`src/rtl/verisparse_pkg.sv`:
```
// Shared types and constants for the sparse-recovery datapath.
//
// Contents:
//   fp_32_t        signed 32-bit sample word
//   FP32_MAX/MIN   extreme representable sample values
//   argmax_state_t state encoding of the streaming arg-max reduction
//   sat_abs()      saturating absolute value (-2^31 maps to FP32_MAX)
package verisparse_pkg;

    typedef logic signed [31:0] fp_32_t;

    localparam fp_32_t FP32_MAX = 32'sh7FFF_FFFF;
    localparam fp_32_t FP32_MIN = 32'sh8000_0000;

    typedef enum logic [1:0] {
        IDLE  = 2'd0,
        ACCUM = 2'd1,
        DONE  = 2'd2
    } argmax_state_t;

    // Two's complement negation of FP32_MIN wraps to itself, so it is
    // clamped to the largest positive value instead.
    function automatic fp_32_t sat_abs(input fp_32_t x);
        fp_32_t r;
        if (x == FP32_MIN) begin
            r = FP32_MAX;
        end else if (x[31]) begin
            r = -x;
        end else begin
            r = x;
        end
        return r;
    endfunction

endpackage

```
`src/rtl/abs_argmax_stream_fp32_if.sv`:
```
// Stream interface of the arg-max reduction: sample input channel and
// result output channel, both valid/ready.
//
// Signals:
//   in_valid/in_ready/in_data/in_last     sample stream (source -> block)
//   out_valid/out_ready                   result handshake (block -> sink)
//   out_value/out_index/out_count         winning value, its index, frame length
//   out_overflow                          frame was cut at the maximum length
// Modports:
//   slave   the reduction block
//   master  the surrounding datapath (sample source and result sink)
interface abs_argmax_stream_fp32_if
    import verisparse_pkg::*;
#(
    parameter int IDX_W = 10
);

    logic             in_valid;
    logic             in_ready;
    fp_32_t           in_data;
    logic             in_last;

    logic             out_valid;
    logic             out_ready;
    fp_32_t           out_value;
    logic [IDX_W-1:0] out_index;
    logic [IDX_W:0]   out_count;
    logic             out_overflow;

    modport slave (
        input  in_valid, in_data, in_last, out_ready,
        output in_ready, out_valid, out_value, out_index, out_count, out_overflow
    );

    modport master (
        output in_valid, in_data, in_last, out_ready,
        input  in_ready, out_valid, out_value, out_index, out_count, out_overflow
    );

endinterface

```
`src/rtl/fp32_sat_abs.sv`:
```
// Combinational saturating absolute value of an fp_32_t sample.
// Shared by the magnitude-based reduction blocks.
//
// Ports:
//   i_data  input  fp_32_t  signed sample
//   o_abs   output fp_32_t  |i_data|, with -2^31 clamped to FP32_MAX
module fp32_sat_abs
    import verisparse_pkg::*;
(
    input  fp_32_t i_data,
    output fp_32_t o_abs
);

    assign o_abs = sat_abs(i_data);

endmodule

```
`src/rtl/abs_argmax_stream_fp32.sv`:
```
// Streaming arg-max reduction. Consumes one frame of fp_32_t samples
// (terminated by in_last, or force-terminated at MAX_LEN samples) and
// presents the largest magnitude, its 0-based index and the frame length.
//
// Ports:
//   clock      input   clock, all logic on posedge
//   resetN     input   synchronous active-low reset
//   io_stream  slave modport of abs_argmax_stream_fp32_if
//
// Parameters:
//   MAX_LEN  maximum samples per frame
//   IDX_W    index width, $clog2(MAX_LEN)
//   USE_ABS  1: compare saturating |x|; 0: compare signed x
//
// State | meaning
// IDLE  | no sample of the current frame accepted yet
// ACCUM | frame in progress, running best/index/count valid
// DONE  | result held on out_*, waiting for the consumer
module abs_argmax_stream_fp32
    import verisparse_pkg::*;
#(
    parameter int MAX_LEN = 1024,
    parameter int IDX_W   = $clog2(MAX_LEN),
    parameter bit USE_ABS = 1'b1
)(
    input  logic                    clock,
    input  logic                    resetN,
    abs_argmax_stream_fp32_if.slave io_stream
);

    localparam logic [IDX_W:0] CNT_ONE = (IDX_W + 1)'(1);
    localparam logic [IDX_W:0] CNT_MAX = (IDX_W + 1)'(MAX_LEN);

    argmax_state_t    r_state;
    fp_32_t           r_best;
    logic [IDX_W-1:0] r_idx;
    logic [IDX_W:0]   r_count;
    logic             r_overflow;
    logic             r_in_ready;
    logic             r_out_valid;

    fp_32_t           w_mag;
    logic             w_accept;
    logic             w_take;
    logic             w_better;
    logic             w_hit_max;
    logic             w_end;
    logic [IDX_W:0]   w_new_count;

    generate
        if (USE_ABS) begin : g_abs
            fp32_sat_abs u_sat_abs (
                .i_data (io_stream.in_data),
                .o_abs  (w_mag)
            );
        end else begin : g_raw
            assign w_mag = io_stream.in_data;
        end
    endgenerate

    always_comb begin
        w_accept    = io_stream.in_valid && r_in_ready;
        w_take      = r_out_valid && io_stream.out_ready;
        // Length of the frame including the beat currently offered.
        w_new_count = (r_state == IDLE) ? CNT_ONE : (r_count + CNT_ONE);
        // Strict compare keeps the earliest index on ties.
        w_better    = (w_mag > r_best);
        w_hit_max   = (w_new_count == CNT_MAX);
        w_end       = io_stream.in_last || w_hit_max;
    end

    always_ff @(posedge clock) begin
        if (!resetN) begin
            r_state     <= IDLE;
            r_best      <= '0;
            r_idx       <= '0;
            r_count     <= '0;
            r_overflow  <= 1'b0;
            r_in_ready  <= 1'b0;
            r_out_valid <= 1'b0;
        end else begin
            case (r_state)
                IDLE: begin
                    r_in_ready  <= 1'b1;
                    r_out_valid <= 1'b0;
                    if (w_accept) begin
                        r_best  <= w_mag;
                        r_idx   <= '0;
                        r_count <= w_new_count;
                        if (w_end) begin
                            r_state     <= DONE;
                            r_overflow  <= !io_stream.in_last;
                            r_in_ready  <= 1'b0;
                            r_out_valid <= 1'b1;
                        end else begin
                            r_state <= ACCUM;
                        end
                    end
                end

                ACCUM: begin
                    r_in_ready  <= 1'b1;
                    r_out_valid <= 1'b0;
                    if (w_accept) begin
                        if (w_better) begin
                            r_best <= w_mag;
                            // r_count is the 0-based index of this beat and is
                            // below MAX_LEN here, so the truncation is exact.
                            r_idx  <= r_count[IDX_W-1:0];
                        end
                        r_count <= w_new_count;
                        if (w_end) begin
                            r_state     <= DONE;
                            r_overflow  <= !io_stream.in_last;
                            r_in_ready  <= 1'b0;
                            r_out_valid <= 1'b1;
                        end
                    end
                end

                DONE: begin
                    if (w_take) begin
                        r_state     <= IDLE;
                        r_overflow  <= 1'b0;
                        r_in_ready  <= 1'b1;
                        r_out_valid <= 1'b0;
                    end
                end

                default: begin
                    r_state     <= IDLE;
                    r_in_ready  <= 1'b1;
                    r_out_valid <= 1'b0;
                end
            endcase
        end
    end

    // Result fields come straight from the frozen running registers.
    assign io_stream.in_ready     = r_in_ready;
    assign io_stream.out_valid    = r_out_valid;
    assign io_stream.out_value    = r_best;
    assign io_stream.out_index    = r_idx;
    assign io_stream.out_count    = r_count;
    assign io_stream.out_overflow = r_overflow;

endmodule

```
`src/flat_wrapper.sv`:
```
// flat-port wrapper written by rule: the top's interface ports become plain ports
module abs_argmax_stream_fp32_flat import verisparse_pkg::*;
#(
    parameter int MAX_LEN = 1024,
    parameter int IDX_W   = $clog2(MAX_LEN),
    parameter bit USE_ABS = 1'b1
)
  (clock, resetN, io_stream_in_valid, io_stream_in_data, io_stream_in_last, io_stream_out_ready, io_stream_in_ready, io_stream_out_valid, io_stream_out_value, io_stream_out_index, io_stream_out_count, io_stream_out_overflow);
  abs_argmax_stream_fp32_if #(.IDX_W(IDX_W)) io_stream_i ();
  input  logic clock;
  input  logic resetN;
  input wire logic [$bits(io_stream_i.in_valid)-1:0] io_stream_in_valid;
  input wire logic [$bits(io_stream_i.in_data)-1:0] io_stream_in_data;
  input wire logic [$bits(io_stream_i.in_last)-1:0] io_stream_in_last;
  input wire logic [$bits(io_stream_i.out_ready)-1:0] io_stream_out_ready;
  output wire logic [$bits(io_stream_i.in_ready)-1:0] io_stream_in_ready;
  output wire logic [$bits(io_stream_i.out_valid)-1:0] io_stream_out_valid;
  output wire logic [$bits(io_stream_i.out_value)-1:0] io_stream_out_value;
  output wire logic [$bits(io_stream_i.out_index)-1:0] io_stream_out_index;
  output wire logic [$bits(io_stream_i.out_count)-1:0] io_stream_out_count;
  output wire logic [$bits(io_stream_i.out_overflow)-1:0] io_stream_out_overflow;
  assign io_stream_i.in_valid = io_stream_in_valid;
  assign io_stream_i.in_data = io_stream_in_data;
  assign io_stream_i.in_last = io_stream_in_last;
  assign io_stream_i.out_ready = io_stream_out_ready;
  assign io_stream_in_ready = io_stream_i.in_ready;
  assign io_stream_out_valid = io_stream_i.out_valid;
  assign io_stream_out_value = io_stream_i.out_value;
  assign io_stream_out_index = io_stream_i.out_index;
  assign io_stream_out_count = io_stream_i.out_count;
  assign io_stream_out_overflow = io_stream_i.out_overflow;
  abs_argmax_stream_fp32 #(.MAX_LEN(MAX_LEN), .IDX_W(IDX_W), .USE_ABS(USE_ABS)) u_core (.clock(clock), .resetN(resetN), .io_stream(io_stream_i));
endmodule
```
`config.mk`:
```
export PLATFORM = sky130hd
export DESIGN_NAME = abs_argmax_stream_fp32_flat
export DESIGN_NICKNAME = d
export VERILOG_FILES = /design/src/rtl/verisparse_pkg.sv /design/src/rtl/abs_argmax_stream_fp32_if.sv /design/src/rtl/fp32_sat_abs.sv /design/src/rtl/abs_argmax_stream_fp32.sv /design/src/flat_wrapper.sv
export SDC_FILE = /design/constraint.sdc
export NUM_CORES = 1
export LEC_CHECK = 0
export CORE_ASPECT_RATIO = 0.6
export CORE_UTILIZATION = 58
export DETAILED_ROUTE_END_ITERATION = 10
export DONT_BUFFER_PORTS = 1
export GPL_ROUTABILITY_DRIVEN = 1
export PLACE_DENSITY_LB_ADDON = 0.12
export SYNTH_ARGS = -nofsm -noshare
export SYNTH_HDL_FRONTEND = slang
export SYNTH_SLANG_ARGS = --single-unit
```
`constraint.sdc`:
```
create_clock -name clock -period 5.8 [get_ports clock]
set_input_delay 1.16 -clock clock [delete_from_list [all_inputs] [get_ports clock]]
set_output_delay 1.16 -clock clock [all_outputs]
set_load 0.05 [all_outputs]
```
==> flow_metrics.tcl <==
set metrics [dict create \
    post-cts-setup-buffers 0 \
    hp-class "flip-flop to flip-flop" \
    critPathKind "input port to flip-flop" \
    place_congestion 0.891 \
    status "completed" \
    synth_ff_type "sky130_fd_sc_hd__dfxtp_1" \
    pin_count_of_the_biggest_net_entering_global_routing 47 \
    rr_worst_depth 7 \
    drive_gt1_share_pct 7.79 \
    timing_max_transition_violations_final 0 \
    synth.cell_area_sq_um 4100 \
    post_synth_inst_count 528 \
    grt_antenna_before_repair 0 \
    detailedRoute.firstIterationViolations 390 \
    first_global_vias 3382 \
    whs_path_depth 2 \
    yosys_register_bits 58 \
    detail_route.vias_per_cell 6.56 \
    min_from "u_core.r_state[0]" \
    ys_types 51 \
    worst_setup_hold_path_clk_slew_ns 0.05 \
    synth-warning-count 0 \
    worstHoldEndpoint "u_core.io_stream.out_count[1]" \
    max-cap-violations 0 \
    design.final.nets 592 \
    die_w_microns 111 \
    buffer_ports.inserted 0 \
    relSlewSlack_pct 29.3 \
    worst_margin_slew_ns 1.06 \
    antennaDiodeCount 0 \
    mappedNetlistNets 599 \
    start_kind "input port" \
    vias 4021 \
    floorplan.rows 23 \
    rsz_0062_raised_after_global_routing "false" \
    drt.antenna.violating_nets 0 \
    postSynthAreaPerCell_sq_um 7.77 \
    cts_hold_repair.buffers 0 \
    regToRegStartpoint "u_core.io_stream.out_count[5]" \
    crit_path_cell_trace "or4_1, or3_1, or2_2, o31ai_1, xor2_1, nand2_1, ha_1, nand4_1, or3_1, a21oi_1, or4b_2, a32o_1, buf_12, o21ai_0, a21oi_1" \
    crit_arrival_ns 5.64 \
    cts-buffers-inserted 9 \
    crit-reg2reg-capture "u_core.io_stream.in_ready" \
    largest_family_of_logic_cells_by_synthesized_area "simple AND/OR/NAND/NOR gates" \
    synth-compound-area-share_pct 22.1 \
    hpwl_microns 8520 \
    overflow 0 \
    top_level_ports 93 \
    post-route-drc-count 0 \
    number_of_setup_violations_in_the_final_report 0 \
    starting_density_pct 60.6 \
    dr.pass1.iters 5 \
    crit_path_top_delay_cell "sky130_fd_sc_hd__or4b_2" \
    cts_root_buffer "sky130_fd_sc_hd__clkbuf_16" \
    synth_async_sr_flop_share_pct 0 \
    synth_simple_gate_area_share_pct 23.5 \
    floorplan.die_area_sq_um 7420 \
    critical_path.endpoint_type "flip-flop" \
    fin_skew_ns 0.00739 \
    power.density_cell_area_nw_per_um2 296 \
    die_h_microns 67.1 \
    area_delta_synth_final_pct 9.00 \
    core_sq_um 6760 \
    layout_worst_path_cycle_share_pct 94.2 \
    drt_wl_total_microns 11500 \
    critical_path_peak_fanout 23 \
    cts_tree "yes" \
    fmaxAchievable_ghz 0.183 \
    cts.path.max_buffers 2 \
    worst_path_largest_cell_delay_ns 0.74 \
    post_synth_fa_ha_maj_area_fraction_pct 10.4 \
    worst_skew_pair.late_latency_ns 0.33 \
    cts_num_sinks 58 \
    grt_util_all_layers_pct 30.9 \
    max-vdd-ir-drop_mv 0.216 \
    synth_mux_area_share_pct 3.72 \
    final.setup.tns_ns 0 \
    worst_hold_slack_ns 0.568 \
    finalHoldViolations 0 \
    post_cts_resized 0 \
    number_of_flops_mapped_to_enable_cells_by_yosys 0 \
    grt_pass1_wl_microns 17800 \
    crit_required_ns 5.98 \
    htree_levels 3 \
    wl_per_cell_microns 18.8 \
    final_period_minus_worst_setup_slack_ns 5.46 \
    seq_area_frac_synth_pct 28.3 \
    power.static_leakage_nw 1.70 \
    yosys.area_share.xor_xnor_pct 5.34 \
    ff2ff_setup_slack_ns 2.39 \
]
-- synthesized netlist by cell type (2+ instances only) --
cell type,count,area (sq um)
sky130_fd_sc_hd__nand3_1,19,95.1
sky130_fd_sc_hd__o211ai_1,2,15.0
sky130_fd_sc_hd__nor4_1,3,18.8
sky130_fd_sc_hd__a31oi_1,3,18.8
sky130_fd_sc_hd__ha_1,34,425
sky130_fd_sc_hd__nor3_1,33,165
sky130_fd_sc_hd__a21o_1,3,22.5
sky130_fd_sc_hd__buf_6,3,33.8
sky130_fd_sc_hd__and3_1,5,31.3
sky130_fd_sc_hd__nand2b_1,2,12.5
sky130_fd_sc_hd__a22oi_1,3,22.5
sky130_fd_sc_hd__nor2b_1,3,18.8
sky130_fd_sc_hd__nor2_1,24,90.1
sky130_fd_sc_hd__xor2_1,22,193
sky130_fd_sc_hd__nand4_1,10,62.6
sky130_fd_sc_hd__o21ai_0,28,140
sky130_fd_sc_hd__inv_1,36,135
sky130_fd_sc_hd__o21ai_1,6,30.0
sky130_fd_sc_hd__clkbuf_1,25,93.8
sky130_fd_sc_hd__mux2i_1,13,130
sky130_fd_sc_hd__o31ai_1,8,60.1
sky130_fd_sc_hd__xnor2_1,3,26.3
sky130_fd_sc_hd__a32o_1,2,20.0
sky130_fd_sc_hd__or4_1,6,45.0
sky130_fd_sc_hd__a311oi_1,23,201
sky130_fd_sc_hd__a21oi_1,37,185
sky130_fd_sc_hd__o41ai_1,8,70.1
sky130_fd_sc_hd__dfxtp_1,58,1160
sky130_fd_sc_hd__or2_2,6,37.5
sky130_fd_sc_hd__or4b_2,2,20.0
sky130_fd_sc_hd__mux2_2,2,22.5
sky130_fd_sc_hd__a211oi_1,3,22.5
sky130_fd_sc_hd__nor3b_1,5,37.5
sky130_fd_sc_hd__o211a_1,2,20.0
sky130_fd_sc_hd__nand2_1,61,229
sky130_fd_sc_hd__or3_1,10,62.6
-- where the power goes --
group | switching, mW | internal (mW)
Sequential | 0.120 | 0.427
Clock | 0.192 | 0.331
Combinational | 0.146 | 0.106
-- worst max-delay path by stage --
stage               slack (ns)                             end  cells after the start                  from
finish                    0.34  u_core.io_stream.out_value[26]                     15  io_stream_in_data[8]
global route              0.06  u_core.io_stream.out_value[31]                     15  io_stream_in_data[8]
CTS                       0.41  u_core.io_stream.out_value[26]                     15  io_stream_in_data[8]
detailed placement        0.07  u_core.io_stream.out_value[26]                     15  io_stream_in_data[8]
global placement          0.19  u_core.io_stream.out_value[27]                     15  io_stream_in_data[8]
floorplan                 0.27   u_core.io_stream.out_index[0]                     17  io_stream_in_data[0]
-- routing by layer --
layer  up-vias  global-route usage (%)  part of all wire [%]
met1      1845                    45.2                    46
met4         0                    8.17                   1.2
li1       1942                       -                     -
met2       219                    43.2                    40
met3        15                    9.37                    12
met5         -                       0                     0
-- logic make-up after synthesis --
group | Yosys count
buffers and inverters | 67
XOR/XNOR | 25
AND/OR/NAND/NOR | 193
AO/OA/AOI/OAI | 136
adder cells (fa/ha/maj) | 34
multiplexers | 15
flip-flops | 58
-- layout make-up --
cell class | instances | area, sq um
clock buffer | 9 | 225
clock inverter | 7 | 68.8
fill | 591 | 2290
inverter | 37 | 139
multi-input combinational | 403 | 2660
sequential | 58 | 1160
tap | 87 | 109
timing repair buffer | 12 | 103
-- sequential cells by signal, indices dropped and copies added (netlist names) --
register / cells
u_core.io_stream.out_value: 32
u_core.io_stream.out_index: 10
u_core.io_stream.out_overflow: 1
u_core.r_state: 2
u_core.io_stream.out_valid: 1
u_core.io_stream.out_count: 11
u_core.io_stream.in_ready: 1
-- stage by stage --
step / std cells / utilization [%] / setup WS, ns / area (sq um) / total power, mW
2_1_floorplan: 528 / - / 0.268 / 4100 / 0.743
3_3_place_gp: 597 / 61.7 / 0.191 / 4180 / 0.794
3_5_place_dp: 597 / 61.7 / 0.0749 / 4180 / 0.803
4_1_cts: 613 / 66.1 / 0.407 / 4470 / 1.33
5_1_grt: 613 / 66.1 / 0.0615 / 4470 / 1.38
6_report: 613 / 66.1 / 0.338 / 4470 / 1.32
-- worst max-delay path: cells and delay by family --
family,cells,cell delay [ns]
buffers and inverters,1,0.23
AO/OA/AOI/OAI,5,1.03
XOR/XNOR,1,0.27
AND/OR/NAND/NOR,7,2.62
adder cells (fa/ha/maj),1,0.30
-- cell usage in the layout (no fill, tap or decap), types with 10 or more instances in the layout --
master                     count
sky130_fd_sc_hd__nand2_1      61
sky130_fd_sc_hd__dfxtp_1      58
sky130_fd_sc_hd__a21oi_1      37
sky130_fd_sc_hd__inv_1        36
sky130_fd_sc_hd__ha_1         34
sky130_fd_sc_hd__nor3_1       33
sky130_fd_sc_hd__o21ai_0      28
sky130_fd_sc_hd__nor2_1       24
sky130_fd_sc_hd__a311oi_1     23
sky130_fd_sc_hd__xor2_1       22
sky130_fd_sc_hd__nand3_1      19
sky130_fd_sc_hd__mux2i_1      13
sky130_fd_sc_hd__buf_4        11
sky130_fd_sc_hd__or3_1        10
sky130_fd_sc_hd__nand4_1      10
Power figures use the tool's default switching activity.
